### src/rtl/reg_ctx_engine.sv
// Context save/restore sequencer for the register file.
//
// Walks slot 0 (return-address register) and general registers 1..2^REGBITS-1.
// A save reads each register through the synchronous read port and writes it to
// memory at base_addr+idx. A restore reads memory at base_addr+idx and writes
// the word back through the register file (or RA) write port.
//
// Ports:
//   clk, reset            clock, synchronous active-high reset
//   start, dir, base_addr request; dir 0 = save, 1 = restore (sampled in IDLE)
//   busy, done            busy while sequencing; done pulses for one cycle
//   rf_rd_addr            register file read select (data returns next cycle)
//   rf_rd_data, ra_rd_data register / RA read data
//   rf_wr_*, ra_wr_*      register file / RA write port
//   mem_*                 memory request/ack interface (word addressed)
module reg_ctx_engine #(
  parameter int unsigned REGBITS = 5,
  parameter int unsigned WIDTH   = 32,
  parameter int unsigned ADDRW   = 16
) (
  input  logic               clk,
  input  logic               reset,
  input  logic               start,
  input  logic               dir,
  input  logic [ADDRW-1:0]   base_addr,
  output logic               busy,
  output logic               done,
  output logic [REGBITS-1:0] rf_rd_addr,
  input  logic [WIDTH-1:0]   rf_rd_data,
  input  logic [WIDTH-1:0]   ra_rd_data,
  output logic               rf_wr_en,
  output logic [REGBITS-1:0] rf_wr_addr,
  output logic [WIDTH-1:0]   rf_wr_data,
  output logic               ra_wr_en,
  output logic [WIDTH-1:0]   ra_wr_data,
  output logic               mem_req,
  output logic               mem_we,
  output logic [ADDRW-1:0]   mem_addr,
  output logic [WIDTH-1:0]   mem_wdata,
  input  logic [WIDTH-1:0]   mem_rdata,
  input  logic               mem_ack
);

  typedef enum logic [2:0] {
    StIdle,
    StSvRd,
    StSvWait,
    StSvMem,
    StRsMem,
    StRsWr,
    StDone
  } state_e;

  state_e             state_q, state_d;
  logic [REGBITS-1:0] idx_q, idx_d;
  logic [ADDRW-1:0]   base_q, base_d;
  logic [WIDTH-1:0]   hold_q, hold_d;

  logic [ADDRW-1:0]   frame_addr;
  logic               idx_last;

  // Address wraps modulo 2^ADDRW by construction of the adder width.
  assign frame_addr = base_q + ADDRW'(idx_q);
  assign idx_last   = &idx_q;

  always_ff @(posedge clk) begin
    if (reset) begin
      state_q <= StIdle;
      idx_q   <= '0;
      base_q  <= '0;
      hold_q  <= '0;
    end else begin
      state_q <= state_d;
      idx_q   <= idx_d;
      base_q  <= base_d;
      hold_q  <= hold_d;
    end
  end

  always_comb begin
    state_d    = state_q;
    idx_d      = idx_q;
    base_d     = base_q;
    hold_d     = hold_q;
    busy       = 1'b0;
    done       = 1'b0;
    mem_req    = 1'b0;
    mem_we     = 1'b0;
    mem_addr   = '0;
    mem_wdata  = '0;
    rf_rd_addr = '0;
    rf_wr_en   = 1'b0;
    rf_wr_addr = '0;
    rf_wr_data = '0;
    ra_wr_en   = 1'b0;
    ra_wr_data = '0;

    unique case (state_q)
      StIdle: begin
        if (start) begin
          idx_d   = '0;
          base_d  = base_addr;
          state_d = dir ? StRsMem : StSvRd;
        end
      end
      StSvRd: begin
        busy       = 1'b1;
        rf_rd_addr = idx_q;
        state_d    = StSvWait;
      end
      StSvWait: begin
        busy    = 1'b1;
        // Slot 0 carries RA instead of R0.
        hold_d  = (idx_q == '0) ? ra_rd_data : rf_rd_data;
        state_d = StSvMem;
      end
      StSvMem: begin
        busy      = 1'b1;
        mem_req   = 1'b1;
        mem_we    = 1'b1;
        mem_addr  = frame_addr;
        mem_wdata = hold_q;
        if (mem_ack) begin
          if (idx_last) begin
            state_d = StDone;
          end else begin
            idx_d   = idx_q + REGBITS'(1);
            state_d = StSvRd;
          end
        end
      end
      StRsMem: begin
        busy     = 1'b1;
        mem_req  = 1'b1;
        mem_we   = 1'b0;
        mem_addr = frame_addr;
        if (mem_ack) begin
          hold_d  = mem_rdata;
          state_d = StRsWr;
        end
      end
      StRsWr: begin
        busy = 1'b1;
        if (idx_q == '0) begin
          ra_wr_en   = 1'b1;
          ra_wr_data = hold_q;
        end else begin
          rf_wr_en   = 1'b1;
          rf_wr_addr = idx_q;
          rf_wr_data = hold_q;
        end
        if (idx_last) begin
          state_d = StDone;
        end else begin
          idx_d   = idx_q + REGBITS'(1);
          state_d = StRsMem;
        end
      end
      StDone: begin
        done    = 1'b1;
        state_d = StIdle;
      end
      default: begin
        state_d = StIdle;
      end
    endcase

    // Outputs are forced low during reset so an interrupted operation cannot
    // issue a write strobe or memory request in the reset cycle.
    if (reset) begin
      busy       = 1'b0;
      done       = 1'b0;
      mem_req    = 1'b0;
      mem_we     = 1'b0;
      mem_addr   = '0;
      mem_wdata  = '0;
      rf_rd_addr = '0;
      rf_wr_en   = 1'b0;
      rf_wr_addr = '0;
      rf_wr_data = '0;
      ra_wr_en   = 1'b0;
      ra_wr_data = '0;
    end
  end

endmodule

### config.mk
export PLATFORM = sky130hd
export DESIGN_NAME = reg_ctx_engine
export DESIGN_NICKNAME = d
export VERILOG_FILES = /design/src/rtl/reg_ctx_engine.sv
export SDC_FILE = /design/constraint.sdc
export NUM_CORES = 1
export LEC_CHECK = 0
export BUFFER_PORTS_ARGS = -buffer_cell sky130_fd_sc_hd__buf_2
export CORE_ASPECT_RATIO = 1.2
export CORE_MARGIN = 3
export CORE_UTILIZATION = 31
export DETAILED_ROUTE_END_ITERATION = 16
export GPL_ROUTABILITY_DRIVEN = 0
export PLACE_DENSITY = 0.63
export SYNTH_ARGS = -nofsm -noshare
export SYNTH_HDL_FRONTEND = slang
export SYNTH_SLANG_ARGS = --single-unit
### constraint.sdc
create_clock -name clk -period 1.9 [get_ports clk]
set_input_delay 0.095 -clock clk [delete_from_list [all_inputs] [get_ports clk]]
set_output_delay 0.095 -clock clk [all_outputs]
set_load 0.05 [all_outputs]
Yosys cells after proc, flatten, opt, wreduce, memory -nomap -nowiden

Cells that the tools add are included.

Add/subtract/negate cells: 2
Eq/ne operators: 9
Muxes and demuxes: 43
Reductions and logical operators: 11

Operators by type and width:

| operator            | number |
|---|---|
| $mux 32             | 10 |
| $pmux 32 s2         | 1 |
| $mux 5              | 8 |
| $mux 16             | 2 |
| $pmux 3 s6          | 1 |
| $add 16x5->16       | 1 |
| $mux 3              | 5 |
| $pmux 5 s3          | 1 |
| $mux 1              | 14 |
| $eq 3x3->1 const B  | 3 |
| $eq 3x2->1 const B  | 2 |
| $ne 2x2->1 const B  | 3 |
| $reduce_and 3->1    | 2 |
| $add 5x1->5 const B | 1 |
| $logic_not 5->1     | 1 |
| $reduce_and 5->1    | 1 |
| $reduce_or 5->1     | 1 |
| $reduce_and 2->1    | 2 |
| $eq 3x1->1 const B  | 1 |
| $logic_not 3->1     | 1 |
| $reduce_bool 3->1   | 1 |
| $mux 2              | 1 |
| $reduce_bool 2->1   | 1 |
| $reduce_or 2->1     | 1 |

Register bits after elaboration: 56
Word-level logic and storage cells: 69

Depth between registers and ports, before layout

Depth in word-level cells: 4
Depth in mapped cells: 8
Mapped depth without buffers: 8

Least setup slack after synthesis

OpenSTA, ideal clock, no wires.

Path kind: register to output
Start point: reg idx_q[0]
End point: out rf_wr_addr[0]
Data arrival time: 2.570 ns
Required time: 1.805 ns
Slack: -0.765 ns
Stages on the path, launching flop included: 7
Cells stage by stage: dfxtp_1 > inv_1 > ha_1 > nor4b_4 > buf_4 > buf_2 > nor4_1

Cells in the longest elaborated chain, start to end: 4

Ends and longest elaborated chain:

| element                  | RTL line | source |
|---|---|---|
| start: declaration       | 55       | `logic [REGBITS-1:0] idx_q, idx_d;` |
| start signal: assignment | 74       | `idx_q <= idx_d;` |
| $logic_not 5->1          | 144      | `if (idx_q == '0) begin` |
| $mux 5 *                 | 144      |  |
| $mux 5 *                 | 98       | `unique case (state_q)` |
| $mux 5 *                 | 170      | `if (reset) begin` |
| end: declaration         | 32       | `output logic [REGBITS-1:0] rf_wr_addr,` |

Every way passes the cells marked *; elsewhere a longest branch is shown, timed or not.

Worst setup path after layout

Start point: reg idx_q[0]
End point: out mem_addr[14]

Cells in the longest elaborated chain, start to end: 3

Ends and longest elaborated chain:

| element          | RTL line | source |
|---|---|---|
| $add 16x5->16    | 63       | `assign frame_addr = base_q + ADDRW'(idx_q);` |
| $mux 16          | 98       |  |
| $mux 16          | 170      |  |
| end: declaration | 38       | `output logic [ADDRW-1:0] mem_addr,` |

No other way between the ends.

==> impl_summary.log <==
[metrics] status: complete, but fails checks
[metrics] failing checks: negative setup slack
[metrics] clk_lat worst skew: about 0.29 ns
[metrics] top flip-flop cell by instance count after synthesis: sky130_fd_sc_hd__dfxtp_1
[metrics] overall overflow remaining after global route: 0
[metrics] cell leakage power: approximately 0.0035 µW
[metrics] cell count after synthesis: between 500 and 600
[metrics] commonest cells in the netlist: 74 x sky130_fd_sc_hd__and2_1, 74 x sky130_fd_sc_hd__nand2_1, 56 x sky130_fd_sc_hd__dfxtp_1, 34 x sky130_fd_sc_hd__and3_1, 33 x sky130_fd_sc_hd__o21ai_1
[metrics] final-report hold violation count: 0
[metrics] post-synthesis async set-or-reset flop share: 0%
[metrics] worst hold path type: in2reg
[metrics] post-route clock period utilization: 115%
[metrics] global-route usage over all layers: between 20 and 25%
[metrics] post-synthesis instance area: 3960 µm²
[metrics] initial standard-cell utilization of the core: 32.3%
[metrics] Setup Crit Path Kind: reg2out
[metrics] power per cell area: 549 nW/µm²
[metrics] dominant cells by area after synthesis: sky130_fd_sc_hd__dfxtp_1 28%, sky130_fd_sc_hd__and2_1 12%, sky130_fd_sc_hd__mux2i_1 8.1%
[metrics] synthesis-to-finish area growth: 88.2%
[metrics] number of buffers inserted for hold repair after clock tree synthesis: 0
[metrics] number of input and output port buffers inserted: roughly 240
[metrics] number of synthesized register bits: 56
[metrics] Worst-path clk slew: around 0.07 ns
[metrics] final clock skew: 0.00638 ns
[metrics] initial antenna violation count: 2
[metrics] Die W: 109 µm
[metrics] cell taking the most area after synthesis: sky130_fd_sc_hd__dfxtp_1
[metrics] unrepaired setup endpoints after global routing: yes
[metrics] number of clock sinks: 56
[metrics] max-cap violation count: 0
[metrics] vias in the first global route: slightly below 5000
[metrics] chip height: 130 µm
[metrics] number of standard cells in the layout, taps in and fillers out: roughly 960
[metrics] post-route minimum period: between 2 and 2.5 ns
[metrics] Std-Cell Rows: between 40 and 50
[metrics] wire length after detailed routing: approximately 17000 µm
[metrics] transition at the pin with the smallest max-transition slack: approximately 0.38 ns
[metrics] Crit path required time: between 1.5 and 2 ns
[metrics] Peak Freq: 0.457 GHz
[metrics] count of unresolved DRC violations after routing: 0
[metrics] count of boundary I/O pins: about 250
[metrics] type of element launching the critical path: register
[metrics] root buffer cell: sky130_fd_sc_hd__clkbuf_16
[metrics] Die ar.: ~14000 µm²
[metrics] cell count after placement: 927
[metrics] share of synthesized area occupied by flip-flops and latches: between 20% and 30%
[metrics] number of optimization iterations in the first detailed-route pass: 4
[metrics] H-tree Lvls: 2
[metrics] number of vias per cell after detailed routing: between 5 and 6
[metrics] detailed-placement wirelength estimate: between 10000 and 15000 µm
[metrics] count of synthesis-stage warnings from yosys: 0
[metrics] via total after detailed routing: ~4900
[metrics] clock tree from TritonCTS: yes
[metrics] unique cell type count in the Yosys netlist: 45
[metrics] total CTS buffers: 5
[metrics] synthesized net count: around 650
[metrics] Layout Nets: slightly above 900
[metrics] Setup WS post-layout: -0.288 ns
[metrics] total negative setup slack: -17.15 ns
[metrics] number of nets with antenna violations after routing: 0
[metrics] WP data arrival: 2.09 ns
[metrics] crit end category: primary output
[metrics] number of enable-type register cells in the synthesized netlist: 0
[metrics] per-cell routed wire length: between 15 and 20 µm
[metrics] number of slew-limit violations in the final report: 0
[metrics] Diodes inserted: 0
[metrics] first-pass GRT wire length: ~25000 µm
[metrics] count of routing violations after the opening detailed-route iteration: approximately 210
[metrics] relative slew slack: between 70% and 80%
[metrics] Synth Area per Inst: between 7 and 8 µm²
[metrics] proportion of netlist area held by the largest area contributor: 28.3%
[metrics] clock tree buffer depth: 2
[metrics] maximum number of pins on one net before global-route repair: 41
[metrics] maximum net fanout on the critical path: 4
[metrics] final design utilization: about three fifths
[metrics] ratio of cells with drive above 1 in the final layout: 56.2%
[metrics] setup-violating endpoint count in the final report: 110
[metrics] Std-Cell Core Area: 12300 µm²
[metrics] worst vdd rail ir drop: 0.000503 V
==> final timing paths <==
| kind | start | to | slack, ns | cells after the start |
|---|---|---|---|---|
| setup / recovery | idx_q[0] | mem_addr[14] | -0.29 | 9 |
| hold / removal | base_addr[11] | base_q[11] | 0.04 | 3 |
| setup reg to reg | idx_q[0] | hold_q[27] | -0.22 | 12 |
| hold reg to reg | base_q[2] | base_q[2] | 0.48 | 2 |
==> report_power, final <==
group | total [µW] | internal [µW] | switching [µW]
logic | 1500 | 691 | 812
clock network | 1040 | 621 | 420
registers | 1550 | 1340 | 211
total | 4090 | 2650 | 1440
==> placed cells by master, fill, tap and decap left out, drive strengths merged, types with 2 or more instances in the layout <==
master	synthesis	final
a22o	32	32
nor4	4	4
mux2i	32	32
nand2	74	74
nand3	7	7
ha	8	8
a21o	3	3
xor2	6	6
nor2	28	28
buf	22	289
a22oi	2	2
dfxtp	56	56
inv	8	9
a31oi	3	3
and3	34	34
o21ai	39	39
nor3	8	8
clkbuf	16	22
xnor2	6	6
and2	75	75
nor2b	6	6
nand4	3	3
or3	2	2
o21a	2	2
a211oi	3	3
a21oi	26	26
nand2b	5	5
==> cells by family (layout without fill, tap and decap cells) <==
family                     count (synthesis)  in the layout  synth area share [%]
adders and majority gates                  9              9                  3.03
AOI/OAI and AO/OA                        114            114                  18.5
and+or+nand+nor                          251            251                  33.8
buffers and inverters                     46            322                  5.65
DFF                                       56             56                  28.3
xor gates and xnor gates                  12             12                  2.65
muxes                                     32             32                  8.09
==> critical path, stage by stage, from the launching register on <==
cell and delay, ns:
sky130_fd_sc_hd__dfxtp_4 0.36, sky130_fd_sc_hd__ha_4 0.13, sky130_fd_sc_hd__inv_2 0.03, sky130_fd_sc_hd__fa_2 0.36, sky130_fd_sc_hd__nor2b_4 0.16, sky130_fd_sc_hd__o2111ai_4 0.18
sky130_fd_sc_hd__a21oi_2 0.23, sky130_fd_sc_hd__xnor2_2 0.10, sky130_fd_sc_hd__nor2_4 0.09, sky130_fd_sc_hd__buf_6 0.16
==> flip-flops by register name, summed over array words and instances (netlist names) <==
register	count
state_q	3
hold_q	32
idx_q	5
base_q	16
==> what timing repair did <==
action	4_1_cts	5_1_grt
buffers inserted	16	1
resized for setup	278	57
endpoints found under the setup margin	123	160
pin swaps	21	15
gates cloned	5	2
==> cell type report <==
class	count	area [µm²]
clock buffers	5	125
clock inverters	3	41.3
fillers	1000	4820
inverters	8	30.0
multi-input cells	418	3240
flip-flops and latches	56	1140
well taps	161	201
repair buffers	306	2670
==> through the flow <==
stage / cell area, µm² / power [µW] / worst slack (ns) / hold WS (ns)
after detailed placement: 5830 / 2820 / -0.139 / 0.346
after global routing: 7450 / 4320 / -0.365 / 0.0516
after global placement: 5830 / 2780 / -0.105 / 0.340
final: 7450 / 4090 / -0.288 / 0.0425
after CTS: 7220 / 4060 / -0.304 / 0.0341
after floorplan: 4120 / 2340 / -0.292 / 0.231
==> per-layer routing <==
| metal | track usage (%) | up-vias | share of wire [%] |
|---|---|---|---|
| li1 | - | 2354 | - |
| met1 | 26.1 | 2269 | 38 |
| met2 | 42.3 | 224 | 53 |
| met3 | 4.80 | 34 | 7.5 |
| met4 | 6.31 | 4 | 2.2 |
| met5 | 0 | - | 0.18 |
Power figures use the tool's default switching activity.
